[src/rtl/gate_activation.sv]
// Element-serial bias-add and piecewise-linear activation stage for one LSTM gate.
// Captures a full dot-product vector, then activates one element per cycle through a two-stage pipe.
//
// state | meaning
// IDLE  | waiting for dataReady; capture inputVector and bias on it
// PROC  | stage 1: saturating bias add for element idx; stage 2 activates idx-1
// DRAIN | stage 2 activates the last element; result copied to outputVector
// DONE  | outputValid high for this single cycle
module gate_activation #(
    parameter int NROW     = 16,
    parameter int QN       = 6,
    parameter int QM       = 11,
    parameter int ACT_TYPE = 0
) (
    input  logic                           clk,
    input  logic                           reset,
    input  logic                           dataReady,
    input  logic [(QN+QM+1)*NROW-1:0]      inputVector,
    input  logic [(QN+QM+1)*NROW-1:0]      bias,
    output logic [(QN+QM+1)*NROW-1:0]      outputVector,
    output logic                           outputValid,
    output logic                           busy,
    output logic                           overrun
);

    localparam int BW      = QN + QM + 1;
    localparam int VW      = BW * NROW;
    localparam int IW      = $clog2(NROW + 1);
    localparam int ONE     = 1 << QM;
    localparam int BP_HI   = 5 * ONE;
    localparam int BP_MID  = (19 * ONE) / 8;
    localparam int OFF_HI  = (27 * ONE) / 32;
    localparam int OFF_MID = (5 * ONE) / 8;
    localparam int OFF_LO  = ONE / 2;

    localparam logic signed [BW-1:0] MAXV = {1'b0, {(BW-1){1'b1}}};
    localparam logic signed [BW-1:0] MINV = {1'b1, {(BW-1){1'b0}}};

    typedef enum logic [1:0] {IDLE, PROC, DRAIN, DONE} state_t;

    state_t                 state;
    logic [IW-1:0]          idx;
    logic [VW-1:0]          inReg;
    logic [VW-1:0]          biasReg;
    logic [VW-1:0]          workReg;
    logic signed [BW-1:0]   sumReg;

    logic signed [BW-1:0]   in_sel;
    logic signed [BW-1:0]   bias_sel;
    logic signed [BW-1:0]   act_val;
    logic [VW-1:0]          work_next;
    logic                   wr_en;
    logic [IW-1:0]          wr_idx;

    function automatic logic signed [BW-1:0] sat_add(input logic signed [BW-1:0] a,
                                                     input logic signed [BW-1:0] b);
        logic [BW:0] s;
        s = {a[BW-1], a} + {b[BW-1], b};
        if (s[BW] != s[BW-1])
            return s[BW] ? MINV : MAXV;
        return $signed(s[BW-1:0]);
    endfunction

    function automatic logic signed [BW-1:0] sigmoid(input logic signed [BW-1:0] x);
        logic [BW-1:0] a;
        logic [BW-1:0] p;
        if (x == MINV)
            a = MAXV;
        else if (x[BW-1])
            a = -x;
        else
            a = x;
        if (a >= BW'(BP_HI))
            p = BW'(ONE);
        else if (a >= BW'(BP_MID))
            p = (a >> 5) + BW'(OFF_HI);
        else if (a >= BW'(ONE))
            p = (a >> 3) + BW'(OFF_MID);
        else
            p = (a >> 2) + BW'(OFF_LO);
        return x[BW-1] ? $signed(BW'(ONE) - p) : $signed(p);
    endfunction

    // tanh(x) = 2*sigmoid(2x) - 1, with 2x saturated to the word range
    function automatic logic signed [BW-1:0] activate(input logic signed [BW-1:0] x);
        logic signed [BW-1:0] s;
        if (ACT_TYPE == 1) begin
            s = sigmoid(sat_add(x, x));
            return s + s - BW'(ONE);
        end
        return sigmoid(x);
    endfunction

    assign wr_en  = ((state == PROC) && (idx != '0)) || (state == DRAIN);
    assign wr_idx = idx - IW'(1);

    always_comb begin
        in_sel    = '0;
        bias_sel  = '0;
        work_next = workReg;
        act_val   = activate(sumReg);
        for (int k = 0; k < NROW; k++) begin
            if (idx == IW'(k)) begin
                in_sel   = inReg[k*BW +: BW];
                bias_sel = biasReg[k*BW +: BW];
            end
            if (wr_en && (wr_idx == IW'(k)))
                work_next[k*BW +: BW] = act_val;
        end
    end

    always_ff @(posedge clk) begin
        if (reset) begin
            state        <= IDLE;
            idx          <= '0;
            inReg        <= '0;
            biasReg      <= '0;
            sumReg       <= '0;
            workReg      <= '0;
            outputVector <= '0;
            outputValid  <= 1'b0;
            busy         <= 1'b0;
            overrun      <= 1'b0;
        end else begin
            outputValid <= 1'b0;
            overrun     <= 1'b0;
            case (state)
                IDLE: begin
                    if (dataReady) begin
                        inReg   <= inputVector;
                        biasReg <= bias;
                        idx     <= '0;
                        busy    <= 1'b1;
                        state   <= PROC;
                    end
                end
                PROC: begin
                    overrun <= dataReady;
                    sumReg  <= sat_add(in_sel, bias_sel);
                    workReg <= work_next;
                    idx     <= idx + IW'(1);
                    if (idx == IW'(NROW - 1))
                        state <= DRAIN;
                end
                DRAIN: begin
                    overrun      <= dataReady;
                    workReg      <= work_next;
                    outputVector <= work_next;
                    outputValid  <= 1'b1;
                    state        <= DONE;
                end
                DONE: begin
                    overrun <= dataReady;
                    busy    <= 1'b0;
                    state   <= IDLE;
                end
                default: state <= IDLE;
            endcase
        end
    end

endmodule

[config.mk]
export PLATFORM = sky130hd
export DESIGN_NAME = gate_activation
export DESIGN_NICKNAME = d
export VERILOG_FILES = /design/src/rtl/gate_activation.sv
export SDC_FILE = /design/constraint.sdc
export NUM_CORES = 2
export LEC_CHECK = 0
export CAP_MARGIN = 20
export CORE_AREA = 2 2 337 339
export CTS_CLUSTER_SIZE = 28
export DETAILED_ROUTE_END_ITERATION = 12
export DIE_AREA = 0 0 339 341
export GPL_TIMING_DRIVEN = 0
export PLACE_DENSITY = 0.7
export REMOVE_ABC_BUFFERS = 1
export SLEW_MARGIN = 30
export SYNTH_ARGS = -nofsm -noshare
export SYNTH_HDL_FRONTEND = slang
export SYNTH_SLANG_ARGS = --single-unit
[constraint.sdc]
create_clock -name clk -period 6.5 [get_ports clk]
set_input_delay 1.95 -clock clk [delete_from_list [all_inputs] [get_ports clk]]
set_output_delay 1.95 -clock clk [all_outputs]
set_load 0.05 [all_outputs]
# After elaboration in Yosys (flattened, before gate mapping)
# Index checks and enable logic that the tools add are counted.
[op_classes]
reduce_logical = 31
n_mux = 68
magnitude_cmp = 3
bitwise_logic = 1
add_sub_neg = 8
n_eq_ne = 37
[op_table]
columns = ["operator", "count"]
rows = [
  ["two-way mux 18 bit", 54],
  ["== test 5 x 4 -> 1 bit, second input constant", 16],
  ["two-way mux 17 bit", 3],
  ["== test 5 x 3 -> 1 bit, second input constant", 8],
  ["== test 5 x 2 -> 1 bit, second input constant", 4],
  ["adder 18 x 18 -> 19 bit", 1],
  ["== test 18 bit, second input constant", 1],
  [">= comparator 18 x 12 -> 1 bit, second input constant", 1],
  [">= comparator 18 x 13 -> 1 bit, second input constant", 1],
  [">= comparator 18 x 14 -> 1 bit, second input constant", 1],
  ["negation 18 bit", 1],
  ["subtractor 12 x 18 -> 18 bit, first input constant", 1],
  ["adder 16 x 11 -> 17 bit, second input constant", 1],
  ["logical AND 1 bit", 17],
  ["adder 15 x 11 -> 16 bit, second input constant", 1],
  ["adder 13 x 11 -> 14 bit, second input constant", 1],
  ["== test 5 x 1 -> 1 bit, second input constant", 2],
  ["logical NOT 5 bit", 2],
  ["one-hot mux 5 bit (2 select lines)", 1],
  ["one-hot mux 2 bit (4 select lines)", 1],
  ["AND reduction 2 bit", 4],
  ["adder 5 x 1 -> 5 bit, second input constant", 1],
  ["two-way mux 1 bit", 5],
  ["two-way mux 5 bit", 1],
  ["15 further kinds", 19],
]
[word_totals]
inputBits = 579
output_inout_bits = 291
elab_cells = 158
register_bits = 1180

# Logic depth before layout (Yosys ltp)
[logic_depth]
word_depth = 23
depth_mapped = 31
depth_no_buf = 28

# Least setup slack after synthesis
# Ideal clock, no wire load.
[synth_path]
path_type = "register to register"
startpoint = "reg idx[0]"
endpoint = "reg sumReg[10]"
required_time_ps = 6372
synth_period_minus_slack_ps = 5613
n_path_buf = 3
path_stages_with_launch = 32
setup_time_ps = 128
t_arrival_ps = 5485
slack_ps = 887
path_cell_list = "dfxtp_1 inv_1 ha_1 nor4b_1 nor2b_1 clkbuf_1 clkbuf_1 a221oi_1 nor3_1 a221oi_1 a211oi_1 a21oi_1 o21ai_0 o211ai_1 a21oi_1 a211oi_1 o21ai_0 ha_1 fa_1 a21o_1 a21oi_1 o21bai_1 a21oi_1 o21bai_1 a21o_1 o41a_1 a211o_1 nor3_1 nand2_1 o2111ai_1 clkbuf_1 o21ai_0"
[synth_between]
elab_chain_len = 23
elab_cells_between_ends = 56
cone_classes = "add/sub: 1; eq/ne: 16; mux: 38; reduce/logical: 1"
[synth_lines]
columns = ["item", "line", "rtl"]
rows = [
  ["start: declaration", "42", "logic [IW-1:0] idx;"],
  ["start signal: assignment", "141", "idx <= idx + IW'(1);"],
  ["logical NOT 5 bit", "103", "if (idx == IW'(k)) begin"],
  ["two-way mux 18 bit (16 in a row)", "103", ""],
  ["adder 18 x 18 -> 19 bit (*)", "58", "s = {a[BW-1], a} + {b[BW-1], b};"],
  ["inequality test 1 bit", "59", "if (s[BW] != s[BW-1])"],
  ["two-way mux 1 bit", "59", ""],
  ["two-way mux 1 bit", "127", "case (state)"],
  ["two-way mux 1 bit", "113", "if (reset) begin"],
  ["two-way mux 18 bit (*)", "61", "return $signed(s[BW-1:0]);"],
  ["end signal: assignment", "139", "sumReg <= sat_add(in_sel, bias_sel);"],
  ["end: declaration", "46", "logic signed [BW-1:0] sumReg;"],
]
# Every way passes the cells marked *; elsewhere a longest branch is shown, timed or not. The select of a mux whose other input is x is not followed.
# A chain may end at the register's enable or synchronous reset.

# Worst setup path in the final report
[layout_path]
startpoint = "reg idx[1]"
endpoint = "reg sumReg[9]"
# The elaborated chain is that of the path after synthesis.

==> out/metrics.yaml <==
outcome:
  status: "finished, final reports clean"
place:
  gp_congestion: 0.905
  hpwl_um: 134000
  io_buffers: 869
power:
  cellLeakagePower_nw: 22.9
  p_comb_frac: 0.460
  p_seq_frac: 0.298
  intPower_mw: 16.8
  power_density_mw_per_mm2: 458
  p_clk_frac: 0.242
  power_switching_mw: 12.8
  vdd.ir_drop.worst_mv: 0.548
  netSwitchingFraction: 0.433
  power_mw: 29.6
detailed_routing:
  drt-vias-per-instance: 5.70
  ant_nets: 0
  num_vias: 49100
  wirelength_um: 192000
  post_drt_wl_per_cell_um: 22.3
  drt_iter0_markers: 4650
  drc_errors: 0
  drtPass1Iterations: 6
timing:
  fin_crit_ns: 6.22
  worst_pin_slew_ns: 0.992
  finalCritPeriodShare: 0.956
  fin_setup_tns_ns: 0
  clock.fmax_mhz: 161
  finClkSkew_ns: 0.0416
  slew_headroom: 0.333
  setup_viol: 0
  finalMaxSlewViolations: 0
  finalHoldViolations: 0
synthesis:
  synth_top_family_by_area: "compound AO/OA/AOI/OAI gates"
  yosysMostFrequentCell: "nand2_1"
  ys.flop_type: "dfxtp_1"
  yosys.area_share.simple: 0.207
  synth_seq_cells: 1180
  muxShareOfSynthArea: 0.00735
  synth_top_area_share: 0.477
  ys_seq_area_frac: 0.477
  syn_area_per_cell_sq_um: 7.68
  syn_area_sq_mm: 0.0495
  yosys-top-cells-area: "dfxtp_1 48%, nand2_1 13%, a21oi_1 11%"
  yosys.area.top_type: "dfxtp_1"
  synth_xor_area_frac: 0.00725
  synth_edf_count: 0
  netlist_instances: 6451
  synth_cell_types: 88
  yosysWarnings: 0
  synth_common_cells: "1730 x nand2_1, 1180 x dfxtp_1, 1088 x a21oi_1, 551 x nor2_1, 530 x clkbuf_1"
  synth_compound_area_frac: 0.243
  synthArstFlopShare: 0
  synthAdderAreaFrac: 0.0100
setup_path:
  crit_type: "register to register"
  startpoint_type: "register"
  cp.arrival_ns: 6.81
  rrSetupSlack_ns: 0.28
  worstPathMaxFanout: 18
  crit_path_end_kind: "register"
  cp_slowest_cell: "fa_2"
  max_stage_delay_ns: 0.43
  cp-startpoint: "idx[1]$_SDFFE_PP0P_"
  reg2reg_depth: 28
  r2r-start: "idx[1]$_SDFFE_PP0P_"
  critPathCapture: "sumReg[9]$_SDFFE_PP0P_"
  required_ns: 7.09
  reg2reg_to: "sumReg[9]$_SDFFE_PP0P_"
cells_and_area:
  synthToLayoutAreaGrowth_pct: 30.4
  fin_nets: 7579
  drive_gt1_frac: 0.0647
floorplanning:
  rows: 123
  die-area_sq_mm: 0.116
  initial_core_util: 0.443
  die_h_um: 341
  ios: 870
  core_sq_mm: 0.112
  die_x_um: 339
clocking:
  cts_tree: "done"
  cts_buffer_depth: 3
  hold_buffers: 0
  cts_root_buf: "clkbuf_16"
  cts_buffers: 121
  cts.sinks: 1180
  path_clk_slew_ns: 0.06
  clk_latency_ns: 0.73
  h-tree-depth: 3
global_route:
  antenna_found_initial: 76
  first_global_vias: 44900
  gr-total-overflow: 0
  grt_pass1_wl_um: 280000
  grt_use_total: 0.315
  grt_max_degree: 160
worst_hold_path:
  hold_class: "register to register"
job:
  cap_violations: 0
[state kept, by name, summed over array words and instances (netlist names)]
register and cells:
sumReg 18, outputVector 288, workReg 288, busy 1, overrun 1, state 2, outputValid 1, idx 5
biasReg 288, inReg 288
[placed cells by master, fill, tap and decap left out, types with 31 or more instances in the layout]
cell type,n
diode_2,46
a21oi_1,1081
and3_1,35
nand3_1,53
o221ai_1,34
a211oi_1,236
a221oi_1,83
ha_1,31
dfxtp_1,1174
clkbuf_16,122
o21ai_0,223
nand4_1,34
o32ai_1,32
clkdlybuf4s50_1,868
nand2_1,1725
buf_16,31
nor2_1,539
buf_12,32
nor3_1,56
o211ai_1,67
[worst min-delay path by stage]
stage                                          from                        end  slack (ns)  cells after the start
after global placement      inReg[237]$_SDFFE_PP0P_    inReg[237]$_SDFFE_PP0P_        0.44                      2
final                      workReg[46]$_SDFFE_PP0P_   workReg[46]$_SDFFE_PP0P_        0.45                      2
after global routing        inReg[215]$_SDFFE_PP0P_    inReg[215]$_SDFFE_PP0P_        0.46                      2
after CTS                 biasReg[204]$_SDFFE_PP0P_  biasReg[204]$_SDFFE_PP0P_        0.45                      2
after floorplan           biasReg[204]$_SDFFE_PP0P_  biasReg[204]$_SDFFE_PP0P_        0.43                      2
after detailed placement  biasReg[204]$_SDFFE_PP0P_  biasReg[204]$_SDFFE_PP0P_        0.44                      2
[per-stage QoR]
stage / hold WS (ns) / setup slack, ns / area (sq um) / utilization / instances
after global placement: 0.439 / -50.68 / 57800 / 0.517 / 8232
after CTS: 0.451 / 0.0243 / 64300 / 0.574 / 8552
after floorplan: 0.425 / -5.61 / 47300 / - / 5863
after global routing: 0.463 / -0.0497 / 64600 / 0.577 / 8601
after detailed placement: 0.442 / -1.06 / 59900 / 0.536 / 8319
final: 0.450 / 0.283 / 64600 / 0.577 / 8607
[metal layers]
layer,GRT usage,up-vias,share of wire
li1,-,23300,-
met2,0.523,2082,0.47
met3,0.0753,461,0.088
met1,0.378,23200,0.38
met4,0.168,50,0.056
met5,0,-,0.0017
[what timing repair did]
action | in CTS | in global routing
setup endpoints to repair | 214 | 437
gates resized for setup | 31 | 30
setup buffers | 7 | 8
pin swaps | 4 | 6
gates cloned | 3 | 0
[worst max-delay path: cells and delay by family, from the launching register on]
family / cells / cell delay [ns]
flip-flops: 1 / 0.38
multiplexers: 1 / 0.16
adder cells (fa/ha/maj): 2 / 0.69
AO/OA/AOI/OAI: 17 / 3.61
buffers and inverters: 3 / 0.45
AND/OR/NAND/NOR: 5 / 0.75
[cell type report]
| class | instances | area (sq um) |
|---|---|---|
| Timing Repair Buffer | 972 | 10600 |
| Antenna cell | 46 | 115 |
| Clock buffer | 176 | 3550 |
| Fill cell | 10300 | 47300 |
| Tap cell | 1500 | 1880 |
| Inverter | 23 | 98.8 |
| Sequential cell | 1180 | 23600 |
| Multi-Input combinational cell | 4663 | 24200 |
| Clock inverter | 47 | 556 |
[power by group through the flow]
| stage | Clock, mW | Combinational (mW) | Sequential [mW] |
|---|---|---|---|
| floorplan | 0 | 6.57 | 9.55 |
| global placement | 0 | 10.3 | 8.64 |
| detailed placement | 0 | 13.0 | 8.94 |
| CTS | 7.24 | 13.4 | 8.79 |
| global route | 7.54 | 14.4 | 8.90 |
| finish | 7.17 | 13.6 | 8.81 |
[cell families (layout without fill, tap and decap cells)]
family | Yosys count | in the layout
AOI/OAI and AO/OA | 1980 | 1981
adders and majority gates | 39 | 39
muxes | 36 | 37
other | 0 | 46
DFF | 1180 | 1180
buffers and inverters | 611 | 1218
and+or+nand+nor | 2564 | 2565
xor gates and xnor gates | 41 | 41
Power figures use the tool's default switching activity.
